### config.mk
export PLATFORM = sky130hd
export DESIGN_NAME = reg_scoreboard
export DESIGN_NICKNAME = d
export VERILOG_FILES = /design/src/rtl/risc16_pkg.sv /design/src/rtl/sb_counter.sv /design/src/rtl/reg_scoreboard.sv
export SDC_FILE = /design/constraint.sdc
export NUM_CORES = 1
export LEC_CHECK = 0
export ABC_AREA = 1
export CORE_MARGIN = 5
export CORE_UTILIZATION = 58
export CTS_CLUSTER_DIAMETER = 30
export DETAILED_ROUTE_END_ITERATION = 6
export GPL_ROUTABILITY_DRIVEN = 1
export PLACE_DENSITY = 0.85
export SYNTH_ARGS = -nofsm -noshare
export SYNTH_HDL_FRONTEND = slang
export SYNTH_HIERARCHICAL = 1
export SYNTH_SLANG_ARGS = --single-unit
export TNS_END_PERCENT = 5
### constraint.sdc
create_clock -name clk_i -period 4.5 [get_ports clk_i]
set_input_delay 1.125 -clock clk_i [delete_from_list [all_inputs] [get_ports clk_i]]
set_output_delay 1.125 -clock clk_i [all_outputs]
set_load 0.02 [all_outputs]
### src/rtl/risc16_pkg.sv
// Shared RISC-16 definitions for the register scoreboard.
// Register-file geometry and the issue/retire event bundle.
package risc16_pkg;

    localparam int REG_ADDR_WIDTH = 3;
    localparam int REG_CNT        = 2 ** REG_ADDR_WIDTH;

    // Issue and retire buses share one shape: a strobe plus a register.
    typedef struct packed {
        logic                      valid;
        logic [REG_ADDR_WIDTH-1:0] reg_addr;
    } sb_evt_t;

endpackage

### src/rtl/sb_counter.sv
// Saturating pending-write counter for one architectural register.
// Ports: clk_i, rst_n_i (sync, active low), clr_i, inc_i, dec_i;
//        nonzero_o, one_o, max_o, underflow_o.
module sb_counter #(
    parameter int W = 2
) (
    input  logic clk_i,
    input  logic rst_n_i,
    input  logic clr_i,
    input  logic inc_i,
    input  logic dec_i,
    output logic nonzero_o,
    output logic one_o,
    output logic max_o,
    output logic underflow_o
);

    logic [W-1:0] cnt_q;
    logic [W-1:0] cnt_d;

    always_comb begin
        cnt_d = cnt_q;
        if (clr_i) begin
            cnt_d = '0;
        end else if (inc_i && !dec_i && !max_o) begin
            cnt_d = cnt_q + W'(1);
        end else if (dec_i && !inc_i && nonzero_o) begin
            cnt_d = cnt_q - W'(1);
        end
    end

    always_ff @(posedge clk_i) begin
        if (!rst_n_i) begin
            cnt_q <= '0;
        end else begin
            cnt_q <= cnt_d;
        end
    end

    assign nonzero_o   = (cnt_q != '0);
    assign one_o       = (cnt_q == W'(1));
    assign max_o       = (&cnt_q);
    // A same-cycle issue to this register covers the retire.
    assign underflow_o = dec_i && !inc_i && !nonzero_o;

endmodule

### src/rtl/reg_scoreboard.sv
// Pending-write scoreboard: per-register in-flight write counts,
// ID source busy queries and the ID stall.
// Ports: clk_i, rst_n_i (sync, active low);
//        issue_valid_i/issue_reg_i -> issue_ready_o;
//        retire_valid_i/retire_reg_i; flush_i;
//        id_src_reg_i[1:0] -> src_busy_o, pipeline_ready_o;
//        busy_mask_o (registered state); error_o (sticky).
module reg_scoreboard
    import risc16_pkg::*;
#(
    parameter int REG_CNT       = 2 ** REG_ADDR_WIDTH,
    parameter int CNT_W         = 2,
    parameter bit RETIRE_BYPASS = 1'b1
) (
    input  logic                           clk_i,
    input  logic                           rst_n_i,
    input  logic                           issue_valid_i,
    input  logic [REG_ADDR_WIDTH-1:0]      issue_reg_i,
    output logic                           issue_ready_o,
    input  logic                           retire_valid_i,
    input  logic [REG_ADDR_WIDTH-1:0]      retire_reg_i,
    input  logic                           flush_i,
    input  logic [1:0][REG_ADDR_WIDTH-1:0] id_src_reg_i,
    output logic [1:0]                     src_busy_o,
    output logic                           pipeline_ready_o,
    output logic [REG_CNT-1:0]             busy_mask_o,
    output logic                           error_o
);

    sb_evt_t issue;
    sb_evt_t retire;

    assign issue  = '{valid: issue_valid_i,  reg_addr: issue_reg_i};
    assign retire = '{valid: retire_valid_i, reg_addr: retire_reg_i};

    logic [REG_CNT-1:0] nz;
    logic [REG_CNT-1:0] one;
    logic [REG_CNT-1:0] mx;
    logic [REG_CNT-1:0] uf;
    logic [REG_CNT-1:1] inc;
    logic [REG_CNT-1:1] dec;

    // Register 0 is hardwired zero: it never holds a pending write.
    assign nz[0]  = 1'b0;
    assign one[0] = 1'b0;
    assign mx[0]  = 1'b0;
    assign uf[0]  = 1'b0;

    // Comes from registered state only, so inc has no loop back into it.
    assign issue_ready_o = !mx[issue.reg_addr];

    always_comb begin
        inc = '0;
        dec = '0;
        for (int r = 1; r < REG_CNT; r++) begin
            inc[r] = issue.valid && issue_ready_o &&
                     (issue.reg_addr == REG_ADDR_WIDTH'(r));
            dec[r] = retire.valid &&
                     (retire.reg_addr == REG_ADDR_WIDTH'(r));
        end
    end

    for (genvar r = 1; r < REG_CNT; r++) begin : g_cnt
        sb_counter #(
            .W(CNT_W)
        ) u_cnt (
            .clk_i       (clk_i),
            .rst_n_i     (rst_n_i),
            .clr_i       (flush_i),
            .inc_i       (inc[r]),
            .dec_i       (dec[r]),
            .nonzero_o   (nz[r]),
            .one_o       (one[r]),
            .max_o       (mx[r]),
            .underflow_o (uf[r])
        );
    end

    // A last pending write retiring now is visible through the
    // write-through regfile, so it no longer blocks the reader.
    for (genvar i = 0; i < 2; i++) begin : g_src
        logic byp;
        assign byp = RETIRE_BYPASS && retire.valid &&
                     (retire.reg_addr == id_src_reg_i[i]) &&
                     one[id_src_reg_i[i]];
        assign src_busy_o[i] = nz[id_src_reg_i[i]] && !byp;
    end

    assign pipeline_ready_o = !src_busy_o[0] && !src_busy_o[1];
    assign busy_mask_o      = nz;

    logic err_q;
    logic err_d;

    // Flush swallows any retire in flight, so no underflow then.
    assign err_d = err_q ||
                   (issue.valid && !issue_ready_o) ||
                   (!flush_i && (|uf));

    always_ff @(posedge clk_i) begin
        if (!rst_n_i) begin
            err_q <= 1'b0;
        end else begin
            err_q <= err_d;
        end
    end

    assign error_o = err_q;

endmodule

# Word level (Yosys, flattened, before mapping)
# Cells that the tools add are included.
# classes
bitwise_logic	1
n_addsub	14
n_eq_ne	23
muxes	24
n_lt_le_gt_ge	3
n_reduce_logical	118
# op_table
op	count
logical AND 1 bit	59
logical NOT 1 bit	34
2-to-1 mux 2 bit	14
nonzero test 2 bit	14
== test 3 bit, second input constant	8
binary-select mux 1 bit (select 3 bit)	5
adder 2 x 1 -> 2 bit, second input constant	7
== test 2 x 1 -> 1 bit, second input constant	7
AND reduction 2 bit	7
subtractor 2 x 1 -> 2 bit, second input constant	7
== test 3 x 2 -> 1 bit, second input constant	4
less-than comparator 3 x 4 -> 1 bit, second input constant	3
OR reduction 7 bit	1
== test 3 x 1 -> 1 bit, second input constant	2
== test 3 bit	2
2-to-1 mux 1 bit	5
logical OR 1 bit	2
OR reduction 2 bit	1
NOT 1 bit	1
# word_totals
output_inout_bits	13
in_bits	17
elab_cells	191
register_bits	15

# Depth between registers and ports, before layout
# Gate-level depths: netlist of the first run.
# depth
ltp_word	12
mapped_depth	16
ltp_nobuf	16

# Modules after synthesis
# Netlist of the first run, hierarchy kept.
# modules_own_cells
module	cells_each	area_per_inst_um2	seq_area_each_um2	instances
sb_counter	28	180.2	40.0	7
reg_scoreboard	165	743.2	20.0	1

# Worst setup path before layout of the first run
# No wires, ideal clock.
# synth_path
path_kind	input-to-output
startpoint	in id_src_reg_i[0] (netlist name)
endpoint	out pipeline_ready_o
t_required_ns	3.375
arrival_ns	2.125
setup_slack_ns	1.250
path_stages	10
n_path_buf	1
path_cell_list	buf_4 > inv_2 > nand2_1 > nand3_1 > nand2_1 > nand2_1 > nand2_1 > inv_1 > nor2_1 > nor2_1
# synth_via
elab_chain_len	7
elab_cells_between_ends	11
cone_classes	eq/ne (1); mux (4); reduce/logical (6)
# synth_lines
element	line	text
start, declared	reg_scoreboard.sv:23	input logic [1:0][REG_ADDR_WIDTH-1:0] id_src_reg_i,
binary-select mux 1 bit (select 3 bit) or == test 3 bit (tied branches)	reg_scoreboard.sv:85, reg_scoreboard.sv:84	
2-to-1 mux 1 bit (not written as such) or logical AND 1 bit (tied branches)	reg_scoreboard.sv:85, reg_scoreboard.sv:83	
logical AND 1 bit	reg_scoreboard.sv:84	(retire.reg_addr == id_src_reg_i[i]) &&
logical NOT 1 bit	reg_scoreboard.sv:86	assign src_busy_o[i] = nz[id_src_reg_i[i]] && !byp;
logical AND 1 bit *	reg_scoreboard.sv:86	
named net src_busy_o[0]	reg_scoreboard.sv:24	output logic [1:0] src_busy_o,
logical NOT 1 bit *	reg_scoreboard.sv:89	assign pipeline_ready_o = !src_busy_o[0] && !src_busy_o[1];
logical AND 1 bit *	reg_scoreboard.sv:89	
end, declared	reg_scoreboard.sv:25	output logic pipeline_ready_o,
# The timed path passes the listed nets; every way through them passes the cells marked *. The select of a mux whose other input is x is not followed.

# Worst setup path in the final report of the first run
# layout_path
startpoint	in id_src_reg_i[0] (netlist name)
endpoint	out pipeline_ready_o
# layout_via
elab_chain_len	7
elab_cells_between_ends	11
cone_classes	eq/ne (1); mux (4); reduce/logical (6)
# layout_lines
element	line
binary-select mux 1 bit (select 3 bit) or == test 3 bit (tied branches)	reg_scoreboard.sv:85, reg_scoreboard.sv:84
2-to-1 mux 1 bit (not written as such) or logical AND 1 bit (tied branches)	reg_scoreboard.sv:85, reg_scoreboard.sv:83
logical AND 1 bit	reg_scoreboard.sv:84
logical NOT 1 bit	reg_scoreboard.sv:86
logical AND 1 bit *	reg_scoreboard.sv:86
logical NOT 1 bit *	reg_scoreboard.sv:89
logical AND 1 bit *	reg_scoreboard.sv:89
# Every way passes the cells marked *; elsewhere a longest branch is shown, timed or not. The select of a mux whose other input is x is not followed.

==> impl_metrics.toml, run 1 <==
[clock_network]
cts_tree = "yes"
cts_buffers = 3
clock-root-buffer = "clkbuf_4"
max-clock-path-buffers = 2
cts.htree.levels = 1
ctsResizeCount = 0
clk_latency_ns = 0.29
cts.sinks = 15
ctsHoldBuffers = 0
cts_setup_buffers = 0
cts.clk_slew.worst_paths_ns = 0.10

[timing]
setup_violations = 0
fin_skew_ns = 0.00570
rsz0062_at_grt = "false"
final.setup.tns_ns = 0
layout_min_cycle_time_ns = 4.19
slew_violations = 0
fin_crit_sh = 0.931
hold_viol_final = 0
timing.fmax_mhz = 239

[routing]
vias_per_cell = 4.97
antenna_left = 0
dr_total_vias = 2160
first_pass_iters = 4
routed_wirelength_mm = 4.87
drcViolationCount = 0
wl_per_cell_um = 11.2
drt-initial-drc-count = 243

[final_layout]
drive_gt1_frac = 0.118
insertedDiodeCount = 0
area_growth_pct = 16.0
final_area_mm2 = 0.00233
utilization = 0.697
nets = 428
fillers = 324

[yosys]
synthTopCellsByArea = "nand2_1, dfxtp_1, ha_1"
syn-num-nets = 399
synth_compound_area_frac = 0.0237
synth_area_leader_cell = "nand2_1"
synth_area_per_cell_um2 = 5.55
synth-seq-cells = 15
synth_xor_area_frac = 0.0131
yosysTopAreaCellShare = 0.199
synth-simple-area-share = 0.498
yosys.cell_types.count = 22
syn_inst = 361
synth_top_family_by_area = "simple AND/OR/NAND/NOR gates"
synth-adder-area-share = 0.131
synth_area_mm2 = 0.00200
yosysWarnings = 6
yosys-mux-area-fraction = 0
yosysSeqAreaShare = 0.150

[placement]
portBuffers = 28
gp_congestion = 0.946
hpwl_mm = 3.96
place_area_mm2 = 0.00230

[global_routing]
grt_pass1_wl_mm = 8.34
grt_max_degree = 11
grt_pass1_vias = 1996
antenna_found_initial = 0
grt_overflow = 0
track_usage = 0.229

[die]
die_y_um = 68.8
start_util = 0.601
dieArea_mm2 = 0.00473
dieWidth_um = 68.8
io_pins = 30
row_count = 21
core_mm2 = 0.00334

[power]
ir_worst_vdd_uv = 135
leakagePower_nw = 1.22
power.density_mw_per_mm2 = 144

[critical_path]
path_class = "in2out"
r2r_setup_slack_ns = 2.39
start_kind = "input pin"
path_max_fanout = 10
critPathArrivalTime_ns = 3.07
crit_path_end_kind = "output pin"
required_ns = 3.38

[job]
cap_violations = 0

[hold_path]
hold_class = "reg2reg"

[run_status]
status = "finished clean"
[synthesized netlist by cell type]
library cell  count
ha_1             21
nand3_1          40
nand2_4           1
buf_4             3
xnor2_1           2
dfxtp_1          15
a21oi_1           8
conb_1            1
inv_1            57
nand3_2           1
xor2_1            1
nor2_2            5
a21boi_1          1
nand2_1         106
nand3b_2          7
nand2_2           1
buf_12            1
nor2_1           46
inv_4             2
nand4_1           7
nor3_1            9
inv_2            26
[area by class of cell]
class	instances	area, um2	share of cell area
inverters	85	324	0.139
flip-flops and latches	15	300	0.129
repair buffers	28	280	0.120
well taps	46	57.6	0.0247
multi-input cells	257	1340	0.575
clock buffers	4	26.3	0.0113
[path summary, 6_finish.rpt]
check                                       startpoint            endpoint  depth (start not counted)
setup / recovery                       id_src_reg_i[0]    pipeline_ready_o                         10
hold / removal                      error_o$_SDFF_PN0_  error_o$_SDFF_PN0_                          2
setup reg to reg  g_cnt[2].u_cnt/cnt_q[0]$_SDFFE_PP0P_  error_o$_SDFF_PN0_                         15
hold reg to reg                     error_o$_SDFF_PN0_  error_o$_SDFF_PN0_                          2
[routing by layer]
metal  wire (um)  part of all wire  track usage  up-vias
met5           0                 0            0        -
met2        2240              0.46        0.402       60
met3         235             0.048       0.0389        5
met1        2330              0.48        0.283      951
met4          57             0.012       0.0730        0
li1            -                 -            -     1144
[worst max-delay path, cell delays in order]
cell	delay, ns
clkdlybuf4s50_1	0.67
inv_2	0.12
nand2_1	0.08
nand2_1	0.05
nor2_1	0.10
nand3_1	0.07
nor2_1	0.11
nor2_1	0.05
nor2_1	0.09
clkdlybuf4s50_1	0.60
[registers in the layout, summed over array words and instances (netlist names)]
signal	flops
g_cnt.u_cnt/cnt_q	14
error_o	1
[kinds of logic after synthesis]
group / Yosys count
AOI/OAI and AO/OA: 9
xor gates and xnor gates: 3
adders and majority gates: 21
buffers and inverters: 89
DFF: 15
other: 1
and+or+nand+nor: 223
[cell usage in the layout, fill, tap and decap left out, types with 7 or more instances in the layout]
cell	Yosys	layout
a21oi_1	8	8
nand4_1	7	7
dfxtp_1	15	15
nor2_1	46	46
inv_2	26	26
nand2_1	106	106
nand3b_2	7	7
nor3_1	9	9
clkdlybuf4s50_1	0	28
inv_1	57	57
ha_1	21	21
nand3_1	40	40
[where the power goes]
part           internal [W]  leakage (nW)  switching (W)
sequential         0.000135         0.121     0.00000196
combinational     0.0000465          1.09      0.0000689
clock             0.0000344        0.0150      0.0000471
total              0.000216          1.22       0.000118
[per-stage QoR]
stage          total power [W]  std cells  setup slack [ns]  hold slack [ns]
2_1_floorplan         0.000213        361              1.25            0.537
3_3_place_gp          0.000253        431             0.344            0.527
3_5_place_dp          0.000255        431             0.313            0.524
4_1_cts               0.000338        435             0.303            0.546
5_1_grt               0.000359        435            0.0680            0.600
6_report              0.000334        435             0.309            0.544
Power figures use the tool's default switching activity.
==> run 2: changes to the inputs <==
- CORE_UTILIZATION: 58 -> 59
- CTS_CLUSTER_DIAMETER: 30 -> not set
- PLACE_DENSITY: 0.85 -> 0.86
==> run 2 against run 1 <==
Wire length down 0.76%. Clock skew up 0.0098 ns. Utilization up 0.59 points. Critical path type unchanged. Critical endpoint unchanged. Largest power group unchanged.
==> impl_metrics.toml, run 2 (synthesized netlist as in run 1, its figures left out) <==
[final_layout]
area_growth_pct = 16.1
drive_gt1_frac = 0.121
layout.cells.non_filler = 435
insertedDiodeCount = 0
final_cell_mix = "nand2_1, inv_1, nor2_1"
nets = 428
largest_reg_flops = 14
top_register = "g_cnt.u_cnt/cnt_q"
final_common_cell = "nand2_1"

[hold_path]
holdPathStages = 2
holdPathEnd = "error_o$_SDFF_PN0_"
hold_class = "reg2reg"
hold_start = "error_o$_SDFF_PN0_"

[clock_network]
cts_buffers = 3
cts.htree.levels = 1
clk_latency_ns = 0.30
ctsHoldBuffers = 0
ctsResizeCount = 0
clock-root-buffer = "clkbuf_4"
cts.sinks = 15
max-clock-path-buffers = 2
cts_tree = "yes"
cts_setup_buffers = 0
cts.clk_slew.worst_paths_ns = 0.11

[die]
dieWidth_um = 68.3
dieArea_mm2 = 0.00466
die_y_um = 68.3
io_pins = 30
core_mm2 = 0.00331
start_util = 0.605
row_count = 21

[critical_path]
required_ns = 3.38
path_max_fanout = 10
rr_endpoint = "error_o$_SDFF_PN0_"
r2r_start = "g_cnt[2].u_cnt/cnt_q[0]$_SDFFE_PP0P_"
start_kind = "input pin"
critPathArrivalTime_ns = 3.08
worst_r2r_path_depth = 15
r2r_setup_slack_ns = 2.37
path_class = "in2out"
crit_path_end_kind = "output pin"

[routing]
drcViolationCount = 0
drt-initial-drc-count = 250
dr_total_vias = 2175
vias_per_cell = 5.00
wl_per_cell_um = 11.1
first_pass_iters = 4
routed_wirelength_mm = 4.83
antenna_left = 0

[timing]
rsz0062_at_grt = "false"
layout_min_cycle_time_ns = 4.20
setup_violations = 0
fin_skew_ns = 0.0155
fin_crit_sh = 0.934
slew_violations = 0
timing.fmax_mhz = 238
final.setup.tns_ns = 0
hold_viol_final = 0

[power]
power.density_mw_per_mm2 = 145
ir_worst_vdd_uv = 99.5
leakagePower_nw = 1.23

[placement]
gp_congestion = 0.924
dp.cells = 431
hpwl_mm = 3.95
portBuffers = 28

[global_routing]
grt_pass1_wl_mm = 8.18
track_usage = 0.228
grt_pass1_vias = 2000
grt_max_degree = 11
antenna_found_initial = 0
grt_overflow = 0

[run_status]
status = "finished clean"

[job]
cap_violations = 0
run 2: cell count changes in the layout (fill, tap and decap cells not counted), sizes merged:
| cell | change |
|---|---|
| clkbuf | -1 |
| clkinv | +1 |
run 2: report_power, final:
part	internal [W]	switching, W	leakage, nW	total (W)
Clock	0.0000331	0.0000511	0.0177	0.0000842
Sequential	0.000135	0.00000195	0.121	0.000137
Combinational	0.0000465	0.0000683	1.09	0.000115
run 2: area by class of cell:
type / count / area, um2
well taps: 46 / 57.6
clock buffers: 3 / 22.5
flip-flops and latches: 15 / 300
inverters: 85 / 324
fillers: 318 / 983
repair buffers: 28 / 280
multi-input cells: 257 / 1340
clock inverters: 1 / 5.00
run 2: how the worst max path moves through the flow:
| stage | start | endpoint | slack, ns | depth (start not counted) |
|---|---|---|---|---|
| global route | id_src_reg_i[3] | pipeline_ready_o | 0.07 | 10 |
| finish | id_src_reg_i[0] | pipeline_ready_o | 0.30 | 10 |
| floorplan | id_src_reg_i[0] | pipeline_ready_o | 1.25 | 10 |
| global placement | id_src_reg_i[0] | pipeline_ready_o | 0.33 | 10 |
| CTS | id_src_reg_i[0] | pipeline_ready_o | 0.30 | 10 |
| detailed placement | id_src_reg_i[0] | pipeline_ready_o | 0.31 | 10 |
run 2: per-layer routing:
layer,GRT usage,up-vias,part of all wire
met5,0,-,0
met4,0.0968,0,0.020
met3,0.0361,10,0.066
met2,0.395,75,0.46
met1,0.277,944,0.45
li1,-,1146,-
run 2: critical path: stages:
cell	delay (ns)
clkdlybuf4s50_1	0.66
inv_2	0.12
nand2_1	0.08
nand2_1	0.05
nor2_1	0.10
nand3_1	0.07
nor2_1	0.11
nor2_1	0.06
nor2_1	0.09
clkdlybuf4s50_1	0.60
run 2: stage by stage:
stage	setup slack [ns]	total power [W]	util	area [um2]	hold slack [ns]
floorplan	1.25	0.000213	-	2000	0.537
global placement	0.335	0.000253	0.695	2300	0.518
detailed placement	0.310	0.000254	0.695	2300	0.520
CTS	0.302	0.000341	0.703	2330	0.544
global route	0.0748	0.000364	0.703	2330	0.582
finish	0.299	0.000336	0.703	2330	0.540
==> run 3: changes to the inputs <==
- CTS_CLUSTER_SIZE: not set -> 16
==> results of run 3 <==
Final layout, timing and power as in run 2 (identical DEF).
